--- src/rtl/fetch_sequencer_if.sv ---
// Fetch sequencer bus: instruction ROM port, redirect input and
// the valid/ready instruction stream toward decode.
interface fetch_sequencer_if #(
  parameter int WIDTH = 24
) ();
  logic [WIDTH-1:0] imem_addr;
  logic [WIDTH-1:0] imem_rd;
  logic             redirect_valid;
  logic [WIDTH-1:0] redirect_pc;
  logic             inst_valid;
  logic [WIDTH-1:0] inst;
  logic [WIDTH-1:0] inst_pc;
  logic             inst_ready;

  modport master (
    output imem_addr,
    input  imem_rd,
    input  redirect_valid,
    input  redirect_pc,
    output inst_valid,
    output inst,
    output inst_pc,
    input  inst_ready
  );

  modport slave (
    input  imem_addr,
    output imem_rd,
    output redirect_valid,
    output redirect_pc,
    input  inst_valid,
    input  inst,
    input  inst_pc,
    output inst_ready
  );
endinterface

--- src/rtl/fetch_sequencer.sv ---
// Instruction fetch controller: owns the PC, reads the ROM and queues
// {pc, word} pairs for decode; handles start, redirect and halt.
module fetch_sequencer #(
  parameter int               WIDTH     = 24,
  parameter int               AMOUNT    = 256,
  parameter int               DEPTH     = 2,
  parameter int               RESET_PC  = 0,
  parameter logic [WIDTH-1:0] HALT_WORD = WIDTH'(24'hFFFFFF)
) (
  input  logic              clk,
  input  logic              rst_n,
  input  logic              start,
  output logic              busy,
  output logic              halted,
  fetch_sequencer_if.master bus
);

  localparam int AW = $clog2(AMOUNT);
  localparam int PW = $clog2(DEPTH);
  localparam int CW = PW + 1;

  localparam logic [AW-1:0] PC_RST = AW'(RESET_PC);
  localparam logic [CW-1:0] FULL   = CW'(DEPTH);

  typedef enum logic [1:0] {
    S_IDLE,
    S_FETCH,
    S_HALT
  } state_e;

  state_e state_q, state_d;

  logic [AW-1:0] pc_q, pc_d;
  logic [PW-1:0] rd_ptr_q, rd_ptr_d;
  logic [PW-1:0] wr_ptr_q, wr_ptr_d;
  logic [CW-1:0] count_q, count_d;

  logic [WIDTH-1:0] inst_mem_q [DEPTH];
  logic [AW-1:0]    pc_mem_q   [DEPTH];

  logic          push;
  logic          pop;
  logic          flush;
  logic          has_room;
  logic          is_halt;
  logic [AW-1:0] target;

  assign pop      = (count_q != '0) && bus.inst_ready;
  assign has_room = (count_q != FULL) || pop;
  assign is_halt  = (bus.imem_rd == HALT_WORD);
  assign target   = bus.redirect_pc[AW-1:0];

  always_comb begin
    state_d = state_q;
    pc_d    = pc_q;
    push    = 1'b0;
    flush   = 1'b0;
    unique case (state_q)
      S_IDLE: begin
        if (bus.redirect_valid) pc_d = target;
        if (start) state_d = S_FETCH;
      end
      S_FETCH: begin
        if (bus.redirect_valid) begin
          flush = 1'b1;
          pc_d  = target;
        end else if (has_room) begin
          push = 1'b1;
          // halt word is queued but the PC parks on it
          if (is_halt) state_d = S_HALT;
          else         pc_d    = pc_q + AW'(1);
        end
      end
      S_HALT: begin
        if (bus.redirect_valid) begin
          flush   = 1'b1;
          pc_d    = target;
          state_d = S_FETCH;
        end
      end
      default: state_d = S_IDLE;
    endcase
  end

  always_comb begin
    rd_ptr_d = rd_ptr_q;
    wr_ptr_d = wr_ptr_q;
    count_d  = count_q;
    if (flush) begin
      rd_ptr_d = '0;
      wr_ptr_d = '0;
      count_d  = '0;
    end else begin
      rd_ptr_d = rd_ptr_q + PW'(pop);
      wr_ptr_d = wr_ptr_q + PW'(push);
      count_d  = count_q + CW'(push) - CW'(pop);
    end
  end

  always_ff @(posedge clk) begin
    if (!rst_n) begin
      state_q  <= S_IDLE;
      pc_q     <= PC_RST;
      rd_ptr_q <= '0;
      wr_ptr_q <= '0;
      count_q  <= '0;
    end else begin
      state_q  <= state_d;
      pc_q     <= pc_d;
      rd_ptr_q <= rd_ptr_d;
      wr_ptr_q <= wr_ptr_d;
      count_q  <= count_d;
    end
  end

  always_ff @(posedge clk) begin
    if (!rst_n) begin
      for (int i = 0; i < DEPTH; i++) begin
        inst_mem_q[i] <= '0;
        pc_mem_q[i]   <= '0;
      end
    end else if (push) begin
      inst_mem_q[wr_ptr_q] <= bus.imem_rd;
      pc_mem_q[wr_ptr_q]   <= pc_q;
    end
  end

  assign bus.imem_addr  = {{(WIDTH-AW){1'b0}}, pc_q};
  assign bus.inst_valid = (count_q != '0);
  assign bus.inst       = inst_mem_q[rd_ptr_q];
  assign bus.inst_pc    = {{(WIDTH-AW){1'b0}}, pc_mem_q[rd_ptr_q]};

  assign busy   = (state_q == S_FETCH);
  assign halted = (state_q == S_HALT) && (count_q == '0);

endmodule

--- src/flat_wrapper.sv ---
// flat-port wrapper written by rule: the top's interface ports become plain ports
module fetch_sequencer_flat 
#(
  parameter int               WIDTH     = 24,
  parameter int               AMOUNT    = 256,
  parameter int               DEPTH     = 2,
  parameter int               RESET_PC  = 0,
  parameter logic [WIDTH-1:0] HALT_WORD = WIDTH'(24'hFFFFFF)
)
  (clk, rst_n, start, busy, halted, bus_imem_addr, bus_imem_rd, bus_redirect_valid, bus_redirect_pc, bus_inst_valid, bus_inst, bus_inst_pc, bus_inst_ready);
  fetch_sequencer_if #(.WIDTH(WIDTH)) bus_i ();
  input  logic clk;
  input  logic rst_n;
  input  logic start;
  output logic busy;
  output logic halted;
  output wire logic [$bits(bus_i.imem_addr)-1:0] bus_imem_addr;
  input wire logic [$bits(bus_i.imem_rd)-1:0] bus_imem_rd;
  input wire logic [$bits(bus_i.redirect_valid)-1:0] bus_redirect_valid;
  input wire logic [$bits(bus_i.redirect_pc)-1:0] bus_redirect_pc;
  output wire logic [$bits(bus_i.inst_valid)-1:0] bus_inst_valid;
  output wire logic [$bits(bus_i.inst)-1:0] bus_inst;
  output wire logic [$bits(bus_i.inst_pc)-1:0] bus_inst_pc;
  input wire logic [$bits(bus_i.inst_ready)-1:0] bus_inst_ready;
  assign bus_imem_addr = bus_i.imem_addr;
  assign bus_i.imem_rd = bus_imem_rd;
  assign bus_i.redirect_valid = bus_redirect_valid;
  assign bus_i.redirect_pc = bus_redirect_pc;
  assign bus_inst_valid = bus_i.inst_valid;
  assign bus_inst = bus_i.inst;
  assign bus_inst_pc = bus_i.inst_pc;
  assign bus_i.inst_ready = bus_inst_ready;
  fetch_sequencer #(.WIDTH(WIDTH), .AMOUNT(AMOUNT), .DEPTH(DEPTH), .RESET_PC(RESET_PC), .HALT_WORD(HALT_WORD)) u_core (.clk(clk), .rst_n(rst_n), .start(start), .busy(busy), .halted(halted), .bus(bus_i));
endmodule
--- config.mk ---
export PLATFORM = sky130hd
export DESIGN_NAME = fetch_sequencer_flat
export DESIGN_NICKNAME = d
export VERILOG_FILES = /design/src/rtl/fetch_sequencer_if.sv /design/src/rtl/fetch_sequencer.sv /design/src/flat_wrapper.sv
export SDC_FILE = /design/constraint.sdc
export NUM_CORES = 1
export LEC_CHECK = 0
export CORE_MARGIN = 8
export CORE_UTILIZATION = 40
export CTS_CLUSTER_SIZE = 14
export DETAILED_ROUTE_END_ITERATION = 10
export HOLD_SLACK_MARGIN = 0.02
export PLACE_DENSITY = 0.71
export SYNTH_ARGS = -nofsm -noshare
export SYNTH_HDL_FRONTEND = slang
export SYNTH_SLANG_ARGS = --single-unit
--- constraint.sdc ---
create_clock -name clk -period 5.7 [get_ports clk]
set_clock_uncertainty 0.15 [all_clocks]
set_input_delay 1.425 -clock clk [delete_from_list [all_inputs] [get_ports clk]]
set_output_delay 1.425 -clock clk [all_outputs]
set_load 0.01 [all_outputs]
# After elaboration in Yosys (flattened, before gate mapping)
# Memories as Yosys holds them, arrays and structs flattened. A register that Yosys moved wholly into a read port is not among the register bits.
# Index checks and enable logic that the tools add are counted.
[totals]
ff_bits = 14
ram_bits = 64
input_bits = 53
mem_count = 2
[op_classes]
add_sub_neg = 5
eq_ne = 12
muxes = 28
bitwise = 1
n_reduce_logical = 14
[memory_table]
columns = ["name", "depth", "word_bits", "rd", "rd_clocked_by_memory_dff", "write_ports", "line", "text"]
rows = [
  ["u_core.inst_mem_q", 2, 24, 1, 1, 2, "fetch_sequencer.sv:38", "logic [WIDTH-1:0] inst_mem_q [DEPTH];"],
  ["u_core.pc_mem_q", 2, 8, 1, 1, 2, "fetch_sequencer.sv:39", "logic [AW-1:0] pc_mem_q [DEPTH];"],
]
[op_table]
columns = ["cell", "n"]
rows = [
  ["2-to-1 mux 8 bit", 5],
  ["== test 24 bit, second input constant", 1],
  ["2-to-1 mux 24 bit", 1],
  ["OR reduction 24 bit", 1],
  ["case mux 8 bit (2 select lines)", 1],
  ["2-to-1 mux 1 bit", 15],
  ["2-to-1 mux 2 bit", 5],
  ["adder 8 x 1 -> 8 bit, second input constant", 1],
  ["!= test 2 bit, second input constant", 4],
  ["OR reduction 8 bit", 1],
  ["!= test 2 x 1 -> 1 bit, second input constant", 3],
  ["case mux 2 bit (3 select lines)", 1],
  ["OR reduction 2 bit", 3],
  ["AND reduction 5 bit", 1],
  ["zero test 2 bit", 2],
  ["AND reduction 4 bit", 1],
  ["nonzero test 2 bit", 2],
  ["!= test 3 x 1 -> 1 bit, second input constant", 1],
  ["!= test 3 bit, second input constant", 1],
  ["adder 1 bit", 2],
  ["adder 2 x 1 -> 2 bit", 1],
  ["== test 2 x 1 -> 1 bit, second input constant", 1],
  ["== test 2 bit, second input constant", 1],
  ["logical AND 1 bit", 2],
  ["other kinds (3)", 3],
]

# Depth between registers and ports, before layout
[logic_depth]
depth_word = 11
depth_mapped = 9
ltp_nobuf = 8

# Least setup slack after synthesis
# No wires, ideal clock.
[synth_timing]
kind = "input to register"
startpoint = "input bus_inst_ready"
endpoint = "memory u_core.inst_mem_q[0][0] (enable)"
setup_time_ps = 466
arrival_ps = 4075
path_slack_ps = 1010
cell_stages = 4
n_path_buf = 0
cell_sequence = "nor3b_1 > nor3_2 > inv_2 > o21ai_0"
[synth_rtl]
columns = ["item", "line", "text"]
rows = [
  ["start: declaration", "flat_wrapper.sv:24", "input wire logic [$bits(bus_i.inst_ready)-1:0] bus_inst_ready;"],
  ["end: declaration", "fetch_sequencer.sv:38", ""],
]

==> impl_metrics.ini <==
[outcome]
status = complete, no violations

[pwr]
p_leak_nw = 1.95
peakVddDrop_mv = 0.218
powerDensity_nw_per_um2 = 353
finalPower_mw = 1.76

[clock_tree]
ctsHoldBuffers = 0
cts.path.max_buffers = 2
post_cts_buffers = 0
cts_tree = done
cts_root_buf = clkbuf_8
cts_buffers = 9
cts_num_sinks = 78
htreeDepth = 3
clk_pin_slew_ns = 0.08
clock_latency_ns = 0.35
postCtsResizedCells = 0

[global_routing]
grt_pass1_wl_mm = 14.0
top_usage_layer = met2
met2_usage_pct = 22.6
gr-usage-met3_pct = 3.54
grt_usage_pct = 13.6
grt_pass1_vias = 2828
overflow = 0
grt_max_degree = 33
grt_use_met1_pct = 15.9
grt_antenna_before_repair = 0

[synthesis]
yosys.area.top_type = edfxtp_1
ys_types = 44
ys_warn_count = 0
synth_top_flop_cell = edfxtp_1
synth-seq-cells = 78
netlist_area_um2 = 3990
synth_top_area_share_pct = 48.2
ys_seq_area_share_pct = 55.2
synth_edf_count = 64
synth_top_cells_by_area = edfxtp_1, and2_1, mux2_2
synth_area_per_cell_um2 = 11.9
syn_inst = 336
synthArstFlopShare_pct = 0

[drt]
vias = 2695
drcViolationCount = 0
avgRoutedWirePerCell_um = 16.2
drt-vias-per-instance = 4.87
drt_iter0_drc = 128
drt_first_pass_iters = 4
drtAntennaViolNets = 0
routed_wl_mm = 8.99

[setup_path]
arrival_ns = 2.01
crit_required_ns = 4.12
crit_type = flip-flop to output port
start_kind = flip-flop
crit_buf_inv = 2
end_kind = output port
cpLargestDelayFamily = buffers and inverters
crit_path_cell_trace = buf_4, mux2_2, clkdlybuf4s50_1
crit_fanout = 32
crit_slowest_cell = clkdlybuf4s50_1
cpPeakStageDelay_ns = 0.49

[placement]
place.port_buffers = 79
post-place-cells = 537
dp_hpwl_mm = 6.14
gp_congestion = 0.781

[timing]
slew_headroom_pct = 28.0
rsz0062_at_grt = false
finalMaxSlewViolations = 0
setup_viol = 0
finalHoldViolCount = 0
fmax_mhz = 279
tightest_slew_ns = 1.08
finalCriticalPeriod_ns = 3.59
post-route-period-util_pct = 63.0
tns_ns = 0
timing.hold.ws_ns = 0.377

[finish]
final_util_pct = 51.3
nets = 476
fill_cells = 881
area_growth_pct = 25.2
layout_commonest_cell = clkdlybuf4s50_1
final_cell_mix = clkdlybuf4s50_1, and2_1, edfxtp_1
antenna_cells = 0
stdcell_count = 553
drive_gt1_share_pct = 13.8

[floorplan]
core_um2 = 9730
io_pins = 128
die_h_um = 116
row_count = 36
dieArea_um2 = 13400
die_x_um = 116
start_util_pct = 41.0

[run]
maxCapViolations = 0

[min_path]
min_path_type = flip-flop to flip-flop
[stage by stage]
step / setup WS, ns / cell area (µm²)
5_1_grt: 2.00 / 4990
6_report: 2.11 / 4990
2_1_floorplan: 1.01 / 4110
4_1_cts: 2.05 / 4990
3_3_place_gp: 1.81 / 4800
3_5_place_dp: 1.81 / 4800
[worst min-delay path, cell delays in order (launching register included)]
cell and delay [ns]:
dfxtp_1 0.36, nand2_1 0.07, mux2i_1 0.05
[cell type report]
class | count | area [µm²] | area share (%)
sequential | 78 | 2200 | 44.1
multi-input combinational | 234 | 1580 | 31.6
timing repair buffer | 83 | 821 | 16.4
clock buffer | 16 | 191 | 3.83
tap | 133 | 166 | 3.33
inverter | 9 | 33.8 | 0.677
[sequential cells by signal, indices dropped and copies added, names as in the netlist]
signal / cells
u_core.wr_ptr_q: 1
u_core.pc_mem_q: 16
u_core.rd_ptr_q: 1
u_core.pc_q: 8
u_core.inst_mem_q: 48
u_core.count_q: 2
u_core.state_q: 2
[Yosys cell counts (2+ instances only)]
| library cell | count |
|---|---|
| and2_1 | 66 |
| edfxtp_1 | 64 |
| buf_4 | 32 |
| mux2_2 | 32 |
| nand2_1 | 17 |
| dfxtp_1 | 14 |
| clkbuf_1 | 12 |
| nor2_1 | 12 |
| o21ai_0 | 9 |
| a21oi_1 | 8 |
| ha_1 | 8 |
| inv_1 | 7 |
| nand3_1 | 6 |
| nand4_1 | 6 |
| a31oi_1 | 3 |
| and3_1 | 3 |
| o31ai_1 | 3 |
| xnor2_1 | 3 |
| mux2i_1 | 2 |
| nor3_1 | 2 |
| nor3_2 | 2 |
| o41ai_1 | 2 |
| or3_1 | 2 |
[power breakdown]
group	total, mW	internal [mW]	switching [mW]
Combinational	0.616	0.323	0.293
Sequential	0.749	0.699	0.0496
Clock	0.401	0.210	0.191
Total	1.76	1.23	0.533
[per-layer routing]
metal  share of wire [%]  wire length [µm]  vias to the layer above
met5                   0                 0                        -
met4                 2.0               177                        0
met3                 6.8               613                       13
met2                  47              4250                      116
met1                  44              3950                     1289
li1                    -                 -                     1277
[cells by family (layout without fill, tap and decap cells)]
kind of cell | after synthesis | in the layout | synth area share [%]
and+or+nand+nor | 122 | 122 | 17.8
DFF | 78 | 78 | 55.2
buffers and inverters | 55 | 108 | 8.41
AOI/OAI and AO/OA | 34 | 34 | 5.52
muxes | 34 | 34 | 9.54
adders and majority gates | 8 | 8 | 2.51
xor gates and xnor gates | 4 | 4 | 0.878
other | 1 | 32 | 0.0940
[worst paths after layout]
check | start | cells past startpoint | endpoint | slack, ns
max | u_core.rd_ptr_q$_SDFF_PP0_ | 3 | bus_inst_pc[7] | 2.11
min | u_core.state_q[1]$_SDFFE_PN0P_ | 2 | u_core.state_q[1]$_SDFFE_PN0P_ | 0.38
max reg2reg | u_core.state_q[1]$_SDFFE_PN0P_ | 6 | u_core.inst_mem_q[0][20]$_SDFFCE_PN0P_ | 3.12
min reg2reg | u_core.state_q[1]$_SDFFE_PN0P_ | 2 | u_core.state_q[1]$_SDFFE_PN0P_ | 0.38
Power figures use the tool's default switching activity.
